File: src/rtl/arbiter_2ph_pkg.sv
// Shared types and constants for the two-phase request/grant arbiter.
// The index-width helper keeps owner/pointer widths consistent across modules.
package arbiter_2ph_pkg;

    typedef enum logic {
        IDLE = 1'b0,
        BUSY = 1'b1
    } state_t;

    localparam int MODE_FIXED = 0;
    localparam int MODE_RR    = 1;

    function automatic int idx_w(input int n);
        return (n > 2) ? $clog2(n) : 1;
    endfunction

endpackage

File: src/rtl/arbiter_pick.sv
// Combinational winner selection: lowest pending index (fixed) or first
// pending index at/after the pointer with wrap (round robin).
module arbiter_pick
    import arbiter_2ph_pkg::*;
#(
    parameter int  N    = 4,
    parameter int  MODE = MODE_RR,
    localparam int W    = idx_w(N)
) (
    input  logic [N-1:0] i_pending,
    input  logic [W-1:0] i_ptr,
    output logic [N-1:0] o_grant_oh,
    output logic [W-1:0] o_grant_idx
);

    logic [W-1:0] w_start;
    logic [W:0]   w_sum;
    logic [W-1:0] w_cand;
    logic         w_found;

    // Fixed priority is the round-robin search with the start pinned at 0.
    assign w_start = (MODE == MODE_RR) ? i_ptr : '0;

    always_comb begin
        o_grant_oh  = '0;
        o_grant_idx = '0;
        w_found     = 1'b0;
        w_sum       = '0;
        w_cand      = '0;
        for (int k = 0; k < N; k++) begin
            w_sum  = {1'b0, w_start} + (W+1)'(k);
            w_cand = (w_sum >= (W+1)'(N)) ? W'(w_sum - (W+1)'(N)) : W'(w_sum);
            if (!w_found && i_pending[w_cand]) begin
                w_found             = 1'b1;
                o_grant_oh[w_cand]  = 1'b1;
                o_grant_idx         = w_cand;
            end
        end
    end

endmodule

File: src/rtl/arbiter_rn_2ph.sv
// N-channel arbiter with two-phase (transition-signalled) request, grant,
// done and acknowledge handshakes, optional input synchronisers.
//
// state | meaning
// IDLE  | no grant outstanding; next edge grants the winning pending channel
// BUSY  | owner holds the grant; waits until d_s[owner] matches g[owner]
module arbiter_rn_2ph
    import arbiter_2ph_pkg::*;
#(
    parameter int  N           = 4,
    parameter int  MODE        = MODE_RR,
    parameter int  SYNC_STAGES = 2,
    localparam int W           = idx_w(N)
) (
    input  logic         clk,
    input  logic         rst,
    input  logic [N-1:0] r,
    output logic [N-1:0] a,
    output logic [N-1:0] g,
    input  logic [N-1:0] d,
    output logic [W-1:0] owner,
    output logic         busy,
    output logic         err
);

    if (N < 2 || N > 16) begin : g_bad_n
        $error("arbiter_rn_2ph: N=%0d outside 2..16", N);
    end
    if (MODE != MODE_FIXED && MODE != MODE_RR) begin : g_bad_mode
        $error("arbiter_rn_2ph: MODE=%0d must be 0 or 1", MODE);
    end
    if (SYNC_STAGES < 0 || SYNC_STAGES > 3) begin : g_bad_sync
        $error("arbiter_rn_2ph: SYNC_STAGES=%0d outside 0..3", SYNC_STAGES);
    end

    logic [N-1:0] w_r_s;
    logic [N-1:0] w_d_s;

    if (SYNC_STAGES == 0) begin : g_nosync
        assign w_r_s = r;
        assign w_d_s = d;
    end else begin : g_sync
        logic [N-1:0] r_r_pipe [SYNC_STAGES];
        logic [N-1:0] r_d_pipe [SYNC_STAGES];

        always_ff @(posedge clk or posedge rst) begin
            if (rst) begin
                for (int s = 0; s < SYNC_STAGES; s++) begin
                    r_r_pipe[s] <= '0;
                    r_d_pipe[s] <= '0;
                end
            end else begin
                r_r_pipe[0] <= r;
                r_d_pipe[0] <= d;
                for (int s = 1; s < SYNC_STAGES; s++) begin
                    r_r_pipe[s] <= r_r_pipe[s-1];
                    r_d_pipe[s] <= r_d_pipe[s-1];
                end
            end
        end

        assign w_r_s = r_r_pipe[SYNC_STAGES-1];
        assign w_d_s = r_d_pipe[SYNC_STAGES-1];
    end

    state_t       r_state, w_state_nxt;
    logic [N-1:0] r_a, w_a_nxt;
    logic [N-1:0] r_g, w_g_nxt;
    logic [W-1:0] r_owner, w_owner_nxt;
    logic [W-1:0] r_ptr, w_ptr_nxt;
    logic         r_err;

    logic [N-1:0] w_pending;
    logic [N-1:0] w_win_oh;
    logic [W-1:0] w_win_idx;
    logic [N-1:0] w_owner_oh;
    logic [N-1:0] w_mismatch;
    logic [W-1:0] w_ptr_inc;
    logic         w_release;
    logic         w_err_hit;

    assign w_pending  = w_r_s ^ r_a;
    assign w_owner_oh = {{(N-1){1'b0}}, 1'b1} << r_owner;
    assign w_mismatch = w_d_s ^ r_g;
    assign w_release  = (r_state == BUSY) && (w_d_s[r_owner] == r_g[r_owner]);
    assign w_ptr_inc  = (r_owner == W'(N-1)) ? '0 : r_owner + 1'b1;

    // Only the owner may legally have an outstanding grant; in IDLE none may.
    assign w_err_hit  = (r_state == BUSY) ? |(w_mismatch & ~w_owner_oh)
                                          : |w_mismatch;

    arbiter_pick #(
        .N    (N),
        .MODE (MODE)
    ) u_pick (
        .i_pending   (w_pending),
        .i_ptr       (r_ptr),
        .o_grant_oh  (w_win_oh),
        .o_grant_idx (w_win_idx)
    );

    always_ff @(posedge clk or posedge rst) begin
        if (rst) begin
            r_state <= IDLE;
            r_a     <= '0;
            r_g     <= '0;
            r_owner <= '0;
            r_ptr   <= '0;
            r_err   <= 1'b0;
        end else begin
            r_state <= w_state_nxt;
            r_a     <= w_a_nxt;
            r_g     <= w_g_nxt;
            r_owner <= w_owner_nxt;
            r_ptr   <= w_ptr_nxt;
            r_err   <= r_err | w_err_hit;
        end
    end

    always_comb begin
        w_state_nxt = r_state;
        w_a_nxt     = r_a;
        w_g_nxt     = r_g;
        w_owner_nxt = r_owner;
        w_ptr_nxt   = r_ptr;
        case (r_state)
            IDLE: begin
                if (|w_pending) begin
                    w_g_nxt     = r_g ^ w_win_oh;
                    w_owner_nxt = w_win_idx;
                    w_state_nxt = BUSY;
                end
            end
            BUSY: begin
                if (w_release) begin
                    w_a_nxt     = r_a ^ w_owner_oh;
                    w_state_nxt = IDLE;
                    if (MODE == MODE_RR) begin
                        w_ptr_nxt = w_ptr_inc;
                    end
                end
            end
            default: w_state_nxt = IDLE;
        endcase
    end

    assign a     = r_a;
    assign g     = r_g;
    assign owner = r_owner;
    assign busy  = (r_state == BUSY);
    assign err   = r_err;

endmodule

File: config.mk
export PLATFORM = sky130hd
export DESIGN_NAME = arbiter_rn_2ph
export DESIGN_NICKNAME = d
export VERILOG_FILES = /design/src/rtl/arbiter_2ph_pkg.sv /design/src/rtl/arbiter_pick.sv /design/src/rtl/arbiter_rn_2ph.sv
export SDC_FILE = /design/constraint.sdc
export NUM_CORES = 1
export LEC_CHECK = 0
export BUFFER_PORTS_ARGS = -buffer_cell sky130_fd_sc_hd__buf_2
export CAP_MARGIN = 0
export CORE_UTILIZATION = 45
export DETAILED_ROUTE_END_ITERATION = 8
export HOLD_SLACK_MARGIN = 0.12
export SKIP_CTS_REPAIR_TIMING = 1
export SLEW_MARGIN = 20
export SYNTH_ARGS = -nofsm -noshare
export SYNTH_HDL_FRONTEND = slang
export SYNTH_SLANG_ARGS = --single-unit
File: constraint.sdc
create_clock -name clk -period 5.15 [get_ports clk]
set_input_delay 1.03 -clock clk [delete_from_list [all_inputs] [get_ports clk]]
set_output_delay 1.03 -clock clk [all_outputs]
set_load 0.01 [all_outputs]
==> results of run 1 <==
[layout make-up]
cell class                 instances  area [sq um]
fill                             304          1506
multi-input combinational        107         868.3
sequential                        30         750.7
timing repair buffer              22         112.6
clock buffer                       6         82.58
tap                               46         57.56
inverter                           9         33.78
clock inverter                     1         30.03
[registers in the layout, indices dropped and copies added (netlist names), 2 cells and up]
signal	cells
a	4
g	4
g_sync.r_d_pipe	4
g_sync.r_r_pipe	4
owner	2
r_ptr	2
w_d_s	4
w_r_s	4
[cells by family (layout without fill, tap and decap cells)]
| kind of cell | Yosys count | after routing | synth area share |
|---|---|---|---|
| simple gates | 37 | 37 | 0.1148 |
| compound gates | 36 | 36 | 0.1485 |
| flops | 30 | 30 | 0.4501 |
| xor+xnor | 16 | 16 | 0.08402 |
| fa+ha+maj | 12 | 12 | 0.09002 |
| buf+inv | 12 | 38 | 0.02926 |
| mux | 6 | 6 | 0.08327 |
[routing by layer]
layer  part of all wire  routed length (microns)  up-vias  track usage
met1               0.43                     1459      619       0.2432
met4              0.011                       36        0      0.06977
met2               0.49                     1635       46       0.3051
met5                  0                        0        -            0
li1                   -                        -      594            -
met3              0.069                      231        5      0.06934
[power groups by stage]
stage,logic (uW),clock network (uW),registers [uW]
after floorplan,594,0,392
after global placement,761,0,397
after detailed placement,773,0,400
after CTS,783,246,397
after global routing,861,258,410
final,785,239,395
[worst register-to-register path, cell delays in order, from the launching register on]
cell and delay [ns]:
dfrtp_1 0.64, inv_2 0.19, ha_1 0.47, mux4_2 0.44, nor4b_4 0.49, a31oi_1 0.16, a211oi_1 0.28
[placed cells by master, fill, tap and decap left out, types with 6 or more instances in the layout]
cell,n
dfrtp_1,30
xnor2_1,12
ha_1,12
inv_1,8
clkbuf_8,6
nand2_1,16
o21ai_0,6
buf_2,21
a31oi_1,6
nor2_1,6
[through the flow]
step,cell area [sq um],setup WS [ns],hold slack [ns]
after floorplan,1668,2.792,0.3312
after global placement,1823,2.561,0.3330
after detailed placement,1823,2.439,0.3347
after CTS,1936,2.395,0.3484
after global routing,1936,2.192,0.3521
final,1936,2.401,0.3475
[path summary, 6_finish.rpt]
check                                 to
min in group asynchronous       owner[1]
worst min register to register  w_d_s[0]
worst min-delay path            w_d_s[0]
worst max register to register      g[1]
max in group asynchronous       w_d_s[3]
worst max-delay path                g[1]
==> run summary, run 1 <==
HPWL after DPL - 2.408 mm
Iteration-0 DRC Markers - 105
flop2flop setup slack - 2.40 ns
Worst Reg-to-Reg Cells - 6
post-synthesis sequential area ratio - 0.4501
Seq pwr share - 0.279
global route total overflow - 0
Layout Skew - 0.005812 ns
Final Util - 0.5623
CTS tree - done
Critical Path RT - 5.34 ns
Final Hold Fails - 0
routability cong. - 0.8608
RSZ-0062 raised after global routing - no
Synth Flop Type - dfrtp_1
clock share of power - 0.168
fin cells - 221
Slew headroom - 0.3996
top cells by area, synth - dfrtp_1 45%, ha_1 9.0%, mux4_2 6.8%
largest net degree at the start of global routing - 31
CP peak stage delay - 0.64 ns
Power, Total - 1420 uW
crit path DAT - 2.94 ns
Syn Std Cell Area - 1668 sq um
number of port buffers - 21
PD cells - 733.4 nW/um^2
GRT Util Overall - 0.1937
DRT Pass-1 Iters - 4
Critical Path Source Type - flop
WHS Path Cells - 0
Ant. Diodes - 0
die area - 3954 sq um
FMAX - 0.3638 GHz
Critical Path Start - r_ptr[0]
routed wire length - 3.363 mm
vias in the first global route - 1204
FP Rows - 21
ratio of cells with drive above 1 in the final layout - 0.2343
LEAKAGE - 0.0008209 uW
Max Buffers Root-to-Sink - 2
max cap viols - 0
chip width - 62.88 microns
CTS sink cnt - 30
post-synth top area share - 0.4501
actual slew at the worst max-slew pin - 0.8889 ns
Synth area leader - dfrtp_1
Yosys warnings - 0
initial cell density of the core - 0.4846
Residual DRC - 0
antenna-violating nets left - 0
Final period util - 0.5338
Num CTS Buffers - 5
htree depth - 2
setup tns final - 0 ns
R2R Path Start - r_ptr[0]
top cells by instance count after synthesis - 30 x dfrtp_1, 16 x nand2_1, 12 x ha_1, 12 x xnor2_1, 8 x inv_1
post-synthesis sequential element count - 30
Gate power share - 0.553
DR vias/cell - 5.719
Mapped Avg Cell Area - 11.19 sq um
P_sw - 632.5 uW
status - complete, no violations
worst skew pair latency - 0.28 ns
core area - 3442 sq um
Setup Crit Path Kind - flop to flop
Die Y - 62.88 microns
Unique masters post-synth - 32
Reg clk slew, reported paths - 0.06 ns
min-delay worst type - flop to flop
Post-synth EDFFs - 0
internal power - 787.1 uW
Tmin final - 2.749 ns
VDD IR-drop max - 0.3008 mV
most frequent cell after synthesis - dfrtp_1
CP max stage cell - dfrtp_1
Cells after DPL - 214
CP Cell Sequence - inv_2 > ha_1 > mux4_2 > nor4b_4 > a31oi_1 > a211oi_1
WP depth - 6
initial antenna violation count - 0
synthesized instance count - 149
average wire per standard cell - 15.22 microns
first-pass GRT wire length - 5.789 mm
Synth-to-Final Area Change - 16.05%
Worst setup EP type - flop
Hold Crit Start - g_sync.r_d_pipe[4]
Final nets - 197
CP delay by family, top - flip-flops
Root Driver - clkbuf_8
final setup vio count - 0
worst-path fanout max - 13
number of I/O pins - 22
async set-or-reset flop fraction in the synthesized netlist - 1.000
Synthesized Nets - 171
Crit path buffers/inverters - 1
switching share of total power - 0.4455
vias - 1264
fin. max-slew vios - 0
Power figures use the tool's default switching activity.
==> inputs of run 2 (changes only) <==
--- a/config.mk
+++ b/config.mk
@@ -5,6 +5,7 @@
 export SDC_FILE = /design/constraint.sdc
 export NUM_CORES = 1
 export LEC_CHECK = 0
+export ABC_AREA = 1
 export BUFFER_PORTS_ARGS = -buffer_cell sky130_fd_sc_hd__buf_2
 export CAP_MARGIN = 0
 export CORE_UTILIZATION = 45
==> constraint.sdc (replaced) <==
create_clock -name clk -period 2.75 [get_ports clk]
set_input_delay 0.55 -clock clk [delete_from_list [all_inputs] [get_ports clk]]
set_output_delay 0.55 -clock clk [all_outputs]
set_load 0.01 [all_outputs]
==> run summary, run 2 <==
register area - 750.7 sq um (unchanged)
vias - 1405 (+11%)
largest net degree at the start of global routing - 31 (unchanged)
vias in the first global route - 1360 (+13%)
Worst setup EP type - flop
Critical Path Source Type - flop
Num CTS Buffers - 5 (unchanged)
htree depth - 2 (unchanged)
post-synthesis sequential element count - 30 (unchanged)
P_sw - 1373 uW (+120%)
clock share of power - 0.136 (-0.032)
CTS sink cnt - 30 (unchanged)
Final period util - 0.8278 (+0.2940)
top cells by instance count after synthesis - 51 x nand2_1, 30 x dfrtp_1, 29 x nand3_1
fin cells - 281 (+27%)
setup tns final - 0 ns (unchanged)
RSZ-0062 raised after global routing - no
HPWL after DPL - 2.724 mm (+13%)
most frequent cell after synthesis - nand2_1
switching share of total power - 0.5142 (+0.06864)
Synth-to-Final Area Change - 12.88%
Max Buffers Root-to-Sink - 2 (unchanged)
status - complete, no violations
Synth Flop Type - dfrtp_1
die area - 4295 sq um (+8.6%)
Syn Std Cell Area - 1817 sq um (+8.9%)
max cap viols - 0 (unchanged)
footprint of the multi-input gates - 925.9 sq um (+6.6%)
R2R Path Start - r_ptr[1]
Mapped Avg Cell Area - 8.819 sq um (-21%)
final setup vio count - 0 (unchanged)
global route total overflow - 0 (unchanged)
LEAKAGE - 0.001067 uW (+30%)
Yosys warnings - 0 (unchanged)
CP delay by family, top - simple AND/OR/NAND/NOR gates
Iteration-0 DRC Markers - 111 (+5.7%)
FF-to-FF End - g[3]
number of port buffers - 21 (unchanged)
Critical Path RT - 2.93 ns (-2.41 ns)
CP peak stage delay - 0.53 ns (-0.11 ns)
DR vias/cell - 5.000 (-13%)
routability cong. - 0.8651 (+0.50%)
ratio of cells with drive above 1 in the final layout - 0.2575 (+0.02323)
dpl cell area - 1956 sq um (+7.3%)
fin. max-slew vios - 0 (unchanged)
WP depth - 11 (+5)
worst-path fanout max - 12 (-1)
Worst Reg-to-Reg Cells - 11 (+5)
Final Util - 0.5438 (-0.01855)
Synthesized Nets - 228 (+33%)
number of I/O pins - 22 (unchanged)
Reg clk slew, reported paths - 0.06 ns (about the same)
Layout Skew - 0.004382 ns (-0.001430 ns)
Crit path buffers/inverters - 2 (+1)
post-synth top area share - 0.4132 (-0.03689)
Post-synth EDFFs - 0 (unchanged)
PD cells - 1302 nW/um^2 (+78%)
top cells by area, synth - dfrtp_1 41%, nand2_1 11%, ha_1 8.3%
Gate power share - 0.591 (+0.038)
min-delay worst type - input pin to async pin
Seq pwr share - 0.273 (-0.006)
Min Hold Slack - 0.3288 ns (-0.01865 ns)
most common cell after layout, fill and taps aside - nand2_1
initial cell density of the core - 0.4818 (-0.002800)
chip width - 65.54 microns (+4.2%)
Cells after DPL - 273 (+28%)
synthesized instance count - 206 (+38%)
antenna-violating nets left - 0 (unchanged)
Fill cells - 337 (+11%)
Synth area leader - dfrtp_1
core area - 3771 sq um (+9.6%)
Final nets - 254 (+29%)
flop2flop setup slack - 0.47 ns (-1.93 ns)
VDD IR-drop max - 0.6096 mV (+100%)
Tmin final - 2.276 ns (-0.4725 ns)
GRT Util Overall - 0.1929 (-0.0008594)
Die Y - 65.54 microns (+4.2%)
final instance area - 2051 sq um (+5.9%)
internal power - 1297 uW (+65%)
FP Rows - 22 (+4.8%)
Final Hold Fails - 0 (unchanged)
crit path DAT - 2.45 ns (-0.49 ns)
routed wire length - 3.619 mm (+7.6%)
post-synthesis sequential area ratio - 0.4132 (-0.03689)
cell mode on critical path - nand2_1
Setup Crit Path Kind - flop to flop
Ant. Diodes - 0 (unchanged)
DRT Pass-1 Iters - 4 (unchanged)
CP max stage cell - dfrtp_1
CP Cell Sequence - inv_1 > ha_1 > inv_1 > nand2_1 > nand2_4 > nor2_4 > nand3_1 > nand3_2 > nand2_1 > nand2_1 > nand2_1
async set-or-reset flop fraction in the synthesized netlist - 1.000 (unchanged)
actual slew at the worst max-slew pin - 0.8255 ns (-0.06333 ns)
Root Driver - clkbuf_8
most frequent cells in the layout - 51 x nand2_1, 30 x dfrtp_1, 29 x nand3_1, 24 x inv_1, 21 x buf_2
Unique masters post-synth - 23 (-28%)
average wire per standard cell - 12.88 microns (-15%)
Slew headroom - 0.4476 (+0.04800)
Residual DRC - 0 (unchanged)
initial antenna violation count - 0 (unchanged)
first-pass GRT wire length - 6.189 mm (+6.9%)
FMAX - 0.4393 GHz (+21%)
CTS tree - done
worst skew pair latency - 0.28 ns (about the same)
-- run 2: cell types whose count changed after synthesis, moves of 3 or more --
cell      before  now
nand3_1        5   29
a31oi_1        6    0
nand2_4        0    4
a311oi_1       4    0
inv_1          8   24
nand3_2        0   14
buf_6          0    3
a31o_2         4    0
nand2_1       16   51
xnor2_1       12    2
nor3_1         4    1
mux4_2         5    0
a211oi_1       4    0
nand2_2        0    5
-- run 2: cells by family after synthesis --
kind of cell | Yosys count | synth area share
AO/OA/AOI/OAI | 12 | 0.03788
XOR/XNOR | 8 | 0.03857
adder cells (fa/ha/maj) | 12 | 0.08264
buffers and inverters | 30 | 0.07714
AND/OR/NAND/NOR | 114 | 0.3505
flip-flops | 30 | 0.4132
-- run 2: worst max-delay path by stage --
| stage | start | endpoint |
|---|---|---|
| detailed placement | r_ptr[1] | g[3] |
| floorplan | r_ptr[1] | g[2] |
| CTS | r_ptr[1] | g[3] |
| global route | r_ptr[0] | g[3] |
| finish | r_ptr[1] | g[3] |
| global placement | r_ptr[1] | g[3] |
-- run 2: cell type report --
cell class / count / share of cell area
Multi-Input combinational cell: 146 / 0.4515
Tap cell: 48 / 0.02929
Sequential cell: 30 / 0.3661
Clock inverter: 2 / 0.006101
Clock buffer: 6 / 0.04027
Timing Repair Buffer: 22 / 0.05491
Inverter: 27 / 0.05186
-- run 2: worst register-to-register path, cell delays in order, from the launching register on --
cell and delay [ns]:
dfrtp_1 0.53, inv_1 0.25, ha_1 0.41, inv_1 0.09, nand2_1 0.11, nand2_4 0.09, nor2_4 0.27, nand3_1 0.14
nand3_2 0.10, nand2_1 0.05, nand2_1 0.09, nand2_1 0.05
-- run 2: through the flow --
step                power [uW]  setup WS [ns]
global route              2928         0.2555
floorplan                 1997         0.8613
detailed placement        2311         0.4750
finish                    2670         0.4735
CTS                       2688         0.4506
global placement          2285         0.5663
-- run 2: layer usage --
| layer | track usage | part of all wire | vias to the layer above | routed length [microns] |
|---|---|---|---|---|
| met5 | 0 | 0 | - | 0 |
| met4 | 0.09511 | 0.023 | 0 | 82 |
| met3 | 0.03125 | 0.037 | 8 | 133 |
| met2 | 0.3067 | 0.47 | 36 | 1711 |
| met1 | 0.2533 | 0.47 | 649 | 1691 |
| li1 | - | - | 712 | - |
-- run 2: power by group through the flow --
| stage | Combinational (uW) | Clock, uW | Sequential, uW |
|---|---|---|---|
| CTS | 1590 | 372 | 728 |
| global placement | 1560 | 0 | 722 |
| global route | 1790 | 388 | 749 |
| floorplan | 1270 | 0 | 725 |
| finish | 1580 | 363 | 729 |
| detailed placement | 1580 | 0 | 734 |
==> inputs of run 3 (changes only) <==
==> constraint.sdc (replaced) <==
create_clock -name clk -period 2.11 [get_ports clk]
set_input_delay 0.422 -clock clk [delete_from_list [all_inputs] [get_ports clk]]
set_output_delay 0.422 -clock clk [all_outputs]
set_load 0.01 [all_outputs]
==> run summary, run 3 (synthesis gave the netlist of run 2 again) <==
Critical Path RT - 2.27 ns (-0.66 ns)
Crit path buffers/inverters - 3 (+1)
most common cell after layout, fill and taps aside - nand2_1
LEAKAGE - 0.001087 uW (+1.9%)
worst-path fanout max - 12 (unchanged)
Critical Path Source Type - flop
global route total overflow - 0 (unchanged)
antenna-violating nets left - 0 (unchanged)
DRT Pass-1 Iters - 4 (unchanged)
vias - 1396 (-0.64%)
final setup vio count - 0 (unchanged)
worst skew pair latency - 0.28 ns (about the same)
fin. max-slew vios - 0 (unchanged)
flop2flop setup slack - 0.23 ns (-0.24 ns)
crit path DAT - 2.04 ns (-0.41 ns)
Ant. Diodes - 0 (unchanged)
Final nets - 258 (+1.6%)
htree depth - 2 (unchanged)
Worst setup EP type - flop
CP peak stage delay - 0.41 ns (-0.12 ns)
initial cell density of the core - 0.4818 (unchanged)
PD cells - 1705 nW/um^2 (+31%)
actual slew at the worst max-slew pin - 0.7362 ns (-0.08937 ns)
Residual DRC - 0 (unchanged)
number of I/O pins - 22 (unchanged)
ratio of cells with drive above 1 in the final layout - 0.2669 (+0.009438)
average wire per standard cell - 12.06 microns (-6.4%)
Tmin final - 1.877 ns (-0.3994 ns)
max cap viols - 0 (unchanged)
Final period util - 0.8896 (+0.06178)
chip width - 65.54 microns (unchanged)
Num CTS Buffers - 5 (unchanged)
cell mode on critical path - nand2_1
Slew headroom - 0.5074 (+0.05980)
VDD IR-drop max - 0.7951 mV (+30%)
Setup Crit Path Kind - flop to flop
most frequent cells in the layout - 51 x nand2_1, 30 x dfrtp_1, 29 x nand3_1, 24 x inv_1, 21 x buf_2
Final Util - 0.5508 (+0.006967)
Max Buffers Root-to-Sink - 2 (unchanged)
Reg clk slew, reported paths - 0.06 ns (about the same)
routed wire length - 3.424 mm (-5.4%)
Die Y - 65.54 microns (unchanged)
Root Driver - clkbuf_8
die area - 4295 sq um (unchanged)
DP Worst Slack - 0.1471 ns (-0.3279 ns)
core area - 3771 sq um (unchanged)
DR vias/cell - 4.915 (-1.7%)
Power, Total - 3541 uW (+33%)
routability cong. - 0.8747 (+1.1%)
FP Rows - 22 (unchanged)
CP Cell Sequence - inv_6 > ha_1 > inv_1 > nand2_1 > nand2_4 > nor2_4 > buf_12 > nand3_1 > nand3_2 > nand2_1 > nand2_1 > nand2_1
GRT Util Overall - 0.1865 (-0.006375)
number of port buffers - 21 (unchanged)
Final Hold Fails - 0 (unchanged)
Synth-to-Final Area Change - 14.32%
status - complete, no violations
vias in the first global route - 1358 (-0.15%)
HPWL after DPL - 2.645 mm (-2.9%)
first-pass GRT wire length - 6.009 mm (-2.9%)
RSZ-0062 raised after global routing - no
CTS sink cnt - 30 (unchanged)
CP max stage cell - dfrtp_1
largest net degree at the start of global routing - 31 (unchanged)
min-delay worst type - input pin to async pin
CTS tree - done
Iteration-0 DRC Markers - 138 (+24%)
Layout Skew - 0.006096 ns (+0.001713 ns)
CP delay by family, top - simple AND/OR/NAND/NOR gates
worst setup margin - 0.2330 ns (-0.2406 ns)
FMAX - 0.5328 GHz (+21%)
initial antenna violation count - 0 (unchanged)
setup tns final - 0 ns (unchanged)
[run 3: final cells by class]
cell class                 count  area, sq um
timing repair buffer          26        155.1
tap                           48        60.06
sequential                    30        750.7
clock buffer                   5        68.82
multi-input combinational    146        925.9
clock inverter                 2        10.01
inverter                      27        106.4
fill                         344         1694
[run 3: worst min-delay path, stage by stage]
cell   delay [ns]
buf_2        0.09
inv_1        0.04
buf_4        0.33
[run 3: stage by stage]
stage,cell area [sq um],hold slack [ns],cells
after detailed placement,1978,0.3347,276
after CTS,2057,0.2068,283
after global routing,2077,0.2348,284
after floorplan,1817,0.3312,206
after global placement,1978,0.3321,276
final,2077,0.2030,284
[run 3: worst paths after layout]
check,startpoint,endpoint,depth (start not counted)
min reg2reg,g_sync.r_r_pipe[4],w_r_s[0],0
max,r_ptr[0],g[3],12
min,rst,w_r_s[3],3
max reg2reg,r_ptr[0],g[3],12
min in group clk,r[2],g_sync.r_r_pipe[6],1
max in group asynchronous,rst,w_d_s[1],3
[run 3: report_power, final]
| part | leakage, uW | total (uW) | internal (uW) | switching (uW) |
|---|---|---|---|---|
| Combinational | 0.000695 | 2240 | 821 | 1420 |
| Clock | 0.0000438 | 412 | 220 | 192 |
| Sequential | 0.000348 | 891 | 727 | 164 |
| Total | 0.00109 | 3540 | 1770 | 1770 |
[run 3: metal layers]
metal	up-vias	routed length (microns)	GRT usage
li1	716	-	-
met1	639	1634	0.2552
met2	35	1608	0.2874
met3	6	132	0.03646
met4	0	49	0.07609
met5	-	0	0
